`src/rtl/variable_delay_estimator_pkg.sv`:
```
`default_nettype none
// ============================================================================
// Module      : variable_delay_estimator_pkg
// Description : Shared types and helpers for the variable delay estimator.
// Revision    : 1.0 - initial release
// ============================================================================
package variable_delay_estimator_pkg;

    typedef enum logic [0:0] {
        SEARCH = 1'b0,
        LOCKED = 1'b1
    } state_t;

    function automatic int delay_width(input int depth);
        return (depth > 1) ? $clog2(depth) : 1;
    endfunction

endpackage
`default_nettype wire

```
`src/rtl/variable_delay_estimator_history.sv`:
```
`default_nettype none
// ============================================================================
// Module      : delay_history_buf
// Description : Reference sample history, fill counter and candidate-tap mux.
// Revision    : 1.0 - initial release
// ============================================================================
module delay_history_buf
    import variable_delay_estimator_pkg::*;
#(
    parameter int               WIDTH        = 32,
    parameter int               DEPTH        = 32,
    parameter logic [WIDTH-1:0] DEFAULT_DATA = '0,
    localparam int              AW           = delay_width(DEPTH)
) (
    input  logic             clk,
    input  logic             reset_n,
    input  logic             i_shift_en,
    input  logic [WIDTH-1:0] i_ref,
    input  logic [AW-1:0]    i_tap_sel,
    output logic [WIDTH-1:0] o_tap_data,
    output logic             o_tap_valid
);

    localparam logic [AW-1:0] c_fill_max = AW'(DEPTH - 1);

    logic [WIDTH-1:0] r_hist [DEPTH-1];
    logic [AW-1:0]    r_fill;
    logic [AW-1:0]    w_idx;

    always_ff @(posedge clk or negedge reset_n) begin
        if (!reset_n) begin
            for (int k = 0; k < DEPTH - 1; k++) begin
                r_hist[k] <= DEFAULT_DATA;
            end
            r_fill <= '0;
        end else if (i_shift_en) begin
            r_hist[0] <= i_ref;
            for (int k = 1; k < DEPTH - 1; k++) begin
                r_hist[k] <= r_hist[k-1];
            end
            if (r_fill != c_fill_max) begin
                r_fill <= r_fill + AW'(1);
            end
        end
    end

    // Tap 0 is the live reference; tap d reads the pre-shift entry d-1.
    assign w_idx = i_tap_sel - AW'(1);

    always_comb begin
        o_tap_data = i_ref;
        if (i_tap_sel != '0) begin
            o_tap_data = r_hist[w_idx];
        end
    end

    // Unfilled taps never match, so reset contents cannot cause a false lock.
    assign o_tap_valid = (r_fill >= i_tap_sel);

endmodule
`default_nettype wire

```
`src/rtl/variable_delay_estimator.sv`:
```
`default_nettype none
// ============================================================================
// Module      : variable_delay_estimator
// Description : Recovers the strobe delay between a reference and delayed stream.
// Revision    : 1.0 - initial release
// ============================================================================
module variable_delay_estimator
    import variable_delay_estimator_pkg::*;
#(
    parameter int               WIDTH        = 32,
    parameter int               DEPTH        = 32,
    parameter logic [WIDTH-1:0] DEFAULT_DATA = '0,
    parameter int               LOCK_COUNT   = 8,
    parameter int               UNLOCK_COUNT = 4
) (
    input  logic                          clk,
    input  logic                          reset_n,
    input  logic                          clk_en,
    input  logic                          stb_in,
    input  logic [WIDTH-1:0]              ref_in,
    input  logic [WIDTH-1:0]              dly_in,
    input  logic                          restart,
    output logic                          searching,
    output logic                          locked,
    output logic [delay_width(DEPTH)-1:0] delay_out,
    output logic                          lost
);

    localparam int c_aw = delay_width(DEPTH);
    localparam int c_mw = $clog2(LOCK_COUNT + 1);
    localparam int c_uw = $clog2(UNLOCK_COUNT + 1);

    state_t            r_state, w_state_nxt;
    logic [c_aw-1:0]   r_cand, w_cand_nxt;
    logic [c_aw-1:0]   r_delay, w_delay_nxt;
    logic [c_mw-1:0]   r_match_cnt, w_match_cnt_nxt;
    logic [c_uw-1:0]   r_miss_cnt, w_miss_cnt_nxt;
    logic              r_lost, w_lost_nxt;

    logic              w_event;
    logic [c_aw-1:0]   w_tap_sel;
    logic [WIDTH-1:0]  w_tap_data;
    logic              w_tap_valid;
    logic              w_match;

    assign w_event   = clk_en & stb_in;
    assign w_tap_sel = (r_state == LOCKED) ? r_delay : r_cand;
    assign w_match   = w_tap_valid && (dly_in == w_tap_data);

    delay_history_buf #(
        .WIDTH        (WIDTH),
        .DEPTH        (DEPTH),
        .DEFAULT_DATA (DEFAULT_DATA)
    ) u_hist (
        .clk         (clk),
        .reset_n     (reset_n),
        .i_shift_en  (w_event),
        .i_ref       (ref_in),
        .i_tap_sel   (w_tap_sel),
        .o_tap_data  (w_tap_data),
        .o_tap_valid (w_tap_valid)
    );

    always_ff @(posedge clk or negedge reset_n) begin
        if (!reset_n) begin
            r_state     <= SEARCH;
            r_cand      <= '0;
            r_delay     <= '0;
            r_match_cnt <= '0;
            r_miss_cnt  <= '0;
            r_lost      <= 1'b0;
        end else begin
            r_state     <= w_state_nxt;
            r_cand      <= w_cand_nxt;
            r_delay     <= w_delay_nxt;
            r_match_cnt <= w_match_cnt_nxt;
            r_miss_cnt  <= w_miss_cnt_nxt;
            r_lost      <= w_lost_nxt;
        end
    end

    always_comb begin
        w_state_nxt     = r_state;
        w_cand_nxt      = r_cand;
        w_delay_nxt     = r_delay;
        w_match_cnt_nxt = r_match_cnt;
        w_miss_cnt_nxt  = r_miss_cnt;
        w_lost_nxt      = 1'b0;

        // Restart overrides any same-cycle decision; the history still shifts.
        if (clk_en && restart) begin
            w_state_nxt     = SEARCH;
            w_cand_nxt      = '0;
            w_match_cnt_nxt = '0;
            w_miss_cnt_nxt  = '0;
        end else if (w_event) begin
            case (r_state)
                SEARCH: begin
                    if (w_match) begin
                        if (r_match_cnt == c_mw'(LOCK_COUNT - 1)) begin
                            w_state_nxt     = LOCKED;
                            w_delay_nxt     = r_cand;
                            w_miss_cnt_nxt  = '0;
                            w_match_cnt_nxt = '0;
                        end else begin
                            w_match_cnt_nxt = r_match_cnt + c_mw'(1);
                        end
                    end else begin
                        w_match_cnt_nxt = '0;
                        w_cand_nxt      = (r_cand == c_aw'(DEPTH - 1)) ? '0
                                                                       : r_cand + c_aw'(1);
                    end
                end
                LOCKED: begin
                    if (w_match) begin
                        w_miss_cnt_nxt = '0;
                    end else if (r_miss_cnt == c_uw'(UNLOCK_COUNT - 1)) begin
                        w_state_nxt     = SEARCH;
                        w_cand_nxt      = '0;
                        w_match_cnt_nxt = '0;
                        w_miss_cnt_nxt  = '0;
                        w_lost_nxt      = 1'b1;
                    end else begin
                        w_miss_cnt_nxt = r_miss_cnt + c_uw'(1);
                    end
                end
                default: w_state_nxt = SEARCH;
            endcase
        end
    end

    assign searching = (r_state == SEARCH);
    assign locked    = (r_state == LOCKED);
    assign delay_out = r_delay;
    assign lost      = r_lost;

endmodule
`default_nettype wire

```
`config.mk`:
```
export PLATFORM = sky130hd
export DESIGN_NAME = variable_delay_estimator
export DESIGN_NICKNAME = d
export VERILOG_FILES = /design/src/rtl/variable_delay_estimator_pkg.sv /design/src/rtl/variable_delay_estimator_history.sv /design/src/rtl/variable_delay_estimator.sv
export SDC_FILE = /design/constraint.sdc
export NUM_CORES = 2
export LEC_CHECK = 0
export CAP_MARGIN = 20
export CELL_PAD_IN_SITES_DETAIL_PLACEMENT = 1
export CELL_PAD_IN_SITES_GLOBAL_PLACEMENT = 1
export CORE_ASPECT_RATIO = 1.75
export CORE_MARGIN = 4
export CORE_UTILIZATION = 55
export CTS_BUF_LIST = sky130_fd_sc_hd__clkbuf_8
export DETAILED_ROUTE_END_ITERATION = 16
export GPL_TIMING_DRIVEN = 0
export PLACE_DENSITY = 0.93
export SYNTH_ARGS = -nofsm -noshare
export SYNTH_HDL_FRONTEND = slang
export SYNTH_HIERARCHICAL = 1
export SYNTH_SLANG_ARGS = --single-unit
```
`constraint.sdc`:
```
create_clock -name clk -period 7.8 [get_ports clk]
set_input_delay 1.17 -clock clk [delete_from_list [all_inputs] [get_ports clk]]
set_output_delay 1.17 -clock clk [all_outputs]
set_load 0.05 [all_outputs]
```
==> impl_metrics.yaml <==
die:
  dieArea_um2: 90400
  die_x_um: 229
  pin_count: 77
  start_util_pct: 55.5
  fp-row-count: 141
  die_y_um: 395
  core_area_um2: 84700
yosys:
  async_reset_ff_share_pct: 100
  synth_ff_type: "dfrtp_1"
  synthDistinctLibCells: 58
  syn_nets: 3219
  ys_seq_area_share_pct: 54.1
  avgSynthCellArea_um2: 15.0
  synth_edf_count: 0
  netlist_instances: 3138
  yosysWarnings: 6
  ys_ff_latch: 1016
  synth_area_um2: 47000
critical_path:
  crit_required_ns: 8.53
  path_cells: "clkbuf_2 -> mux2_2 -> buf_2 -> clkinvlp_4 -> clkbuf_4 -> clkbuf_4 -> ha_2 -> xor2_1 -> buf_4 -> buf_2 -> clkbuf_2 -> nand2_1 -> nand2_1 -> o2bb2ai_1 -> nor3_1 -> xor2_1 -> nor4_1 -> nand2_1 -> nor4_4 -> buf_4 -> and3_1 -> buf_4 -> mux2_1"
  crit_arrival_ns: 9.89
  path_class: "flip-flop to flip-flop"
  reg2reg_from: "locked"
  critPathSlowestCell: "nor3_1"
  cp-startpoint: "locked"
  endpoint_kind: "flip-flop"
  critPathMaxStageDelay_ns: 0.99
  cp_num_buf_inv: 10
  crit_family: "buffers and inverters"
  crit_path_max_fanout: 10
  critPathLaunchType: "flip-flop"
clocking:
  cts_buffers: 146
  clockBufferDepth: 3
  tritoncts: "built"
  path_clk_slew_ns: 0.07
  htree_levels: 4
  clk_latency_ns: 0.91
  cts.sinks: 1016
  root_buffer: "clkbuf_8"
pwr:
  swShare_pct: 40.3
  pwr_density_cell_nw_per_um2: 359
  p_int_uw: 11300
  p_comb_share_pct: 31.9
  ir_worst_vdd_mv: 0.280
  seqPwrFrac_pct: 42.5
  switchingPower_uw: 7660
  leakagePower_uw: 0.0241
  p_clk_share_pct: 25.6
sta:
  finalMaxSlewViolations: 58
  setup_viol: 19
  hold_ws_ns: 0.318
  skew_ns: 0.0684
  finalWorstSetupSlack_ns: -1.36
  hold_viol: 0
  worst_pin_slew_ns: 2.01
  max_freq_mhz: 109
  fin_crit_sh_pct: 117
  maxSlewHeadroom_pct: -33.8
  finalCriticalPeriod_ns: 9.16
  fin_tns_setup_ns: -22.96
run_status:
  violations: "max-capacitance violations, max-slew violations, negative setup slack"
  status: "finished, violations left"
layout:
  layout_commonest_cell: "mux2_2"
  layout_common_cells: "1,047 x mux2_2, 1,016 x dfrtp_1, 210 x mux4_2"
  drive_gt1_share_pct: 46.3
  nNetsFinal: 3473
  post-route-util_pct: 62.6
  area_delta_synth_final_pct: 12.7
grt:
  grt_overflow: 0
  grt_usage_pct: 40.1
  grt_pass1_wl_mm: 266
  grt_start_max_net_pins: 126
  antenna_found_initial: 30
  grt_pass1_vias: 37932
routing:
  ant_nets: 0
  wirelength_mm: 217
  drt-initial-drc-count: 4848
  viasPerCell: 7.98
  wl_per_cell_um: 47.1
  drc: 0
  num_vias: 36689
  drt_first_pass_iters: 7
run:
  cap_violations: 6
hold_path:
  min_path_type: "input port to asynchronous set/reset pin"
place:
  hpwl_mm: 119
  place_congestion: 0.967
  io_buffers: 76
  dp_slack_ns: -2.01
[per-stage QoR]
stage	total power [µW]	area (µm²)	instances
floorplan	10400	47000	3138
CTS	17600	52800	4573
finish	19000	53000	4600
detailed placement	12600	49500	4302
global placement	12000	49100	4286
global route	19200	52900	4583
[Yosys cell counts, drive strengths merged, types with 8 or more instances]
master / number / share of area, %
mux2: 1053 / 25
dfrtp: 1016 / 54
mux4: 210 / 10
clkbuf: 175 / 1.4
nand2: 159 / 1.3
mux2i: 65 / 1.4
a21oi: 63 / 0.67
buf: 46 / 0.53
nand3: 38 / 0.40
nor2: 29 / 0.23
nor4: 29 / 0.49
xor2: 24 / 0.45
nand4: 19 / 0.25
o21ai: 18 / 0.19
o22ai: 18 / 0.24
a221o: 17 / 0.36
a22o: 16 / 0.30
o2111ai: 16 / 0.30
a221oi: 15 / 0.28
a32oi: 15 / 0.28
inv: 15 / 0.12
ha: 12 / 0.32
xnor2: 12 / 0.26
nor3: 8 / 0.11
[per-layer routing]
layer,share of wire (%),vias up,routed length (µm),global-route usage (%)
met5,0.15,-,319,0
met4,14,22,30800,39.7
met3,12,2111,26600,11.9
met2,45,3923,97100,65.7
met1,29,18339,61900,39.7
li1,-,12294,-,-
[cell families after synthesis]
| logic type | synth area share [%] |
|---|---|
| mux | 36.7 |
| buf+inv | 2.05 |
| flops | 54.1 |
| fa+ha+maj | 0.319 |
| compound gates | 3.01 |
| xor+xnor | 0.710 |
| simple gates | 3.18 |
[state kept, by name, indices dropped and copies added, names as in the netlist]
| register | count |
|---|---|
| delay_out | 5 |
| locked | 1 |
| lost | 1 |
| r_cand | 5 |
| r_match_cnt | 4 |
| r_miss_cnt | 3 |
| u_hist/r_fill | 5 |
| u_hist/r_hist | 992 |
[area by class of cell]
| cell class | count | area, µm² |
|---|---|---|
| fillers | 7521 | 31700 |
| flip-flops and latches | 1016 | 25400 |
| multi-input cells | 1886 | 20700 |
| clock buffers | 189 | 2600 |
| well taps | 1072 | 1340 |
| repair buffers | 107 | 1240 |
| plain buffers | 220 | 998 |
| clock inverters | 75 | 534 |
| inverters | 15 | 60.1 |
| diodes | 20 | 50.0 |
[final timing paths]
check / endpoint / slack, ns / cells after the start
worst max-delay path: delay_out[2] / -1.36 / 23
worst min-delay path: u_hist/r_hist[882] / 0.32 / 1
worst max register to register: delay_out[2] / -1.36 / 23
worst min register to register: r_miss_cnt[2] / 0.51 / 1
max in group asynchronous: u_hist/r_fill[3] / 4.49 / 6
min in group clk: r_miss_cnt[2] / 0.51 / 1
[timing repair]
item                                    in CTS  in global routing
gates resized for setup                     61                 22
endpoints found under the setup margin      19                 19
cloned                                       0                  0
pin swaps                                    4                  1
hold buffers                                 0                  0
buffers inserted                             8                  2
[power by group through the flow]
stage	Clock [µW]	Sequential (µW)	Combinational (µW)
floorplan	0	7130	3310
global placement	0	7440	4580
detailed placement	0	7630	4920
CTS	4690	7700	5230
global route	5080	8020	6050
finish	4870	8070	6060
Power figures use the tool's default switching activity.
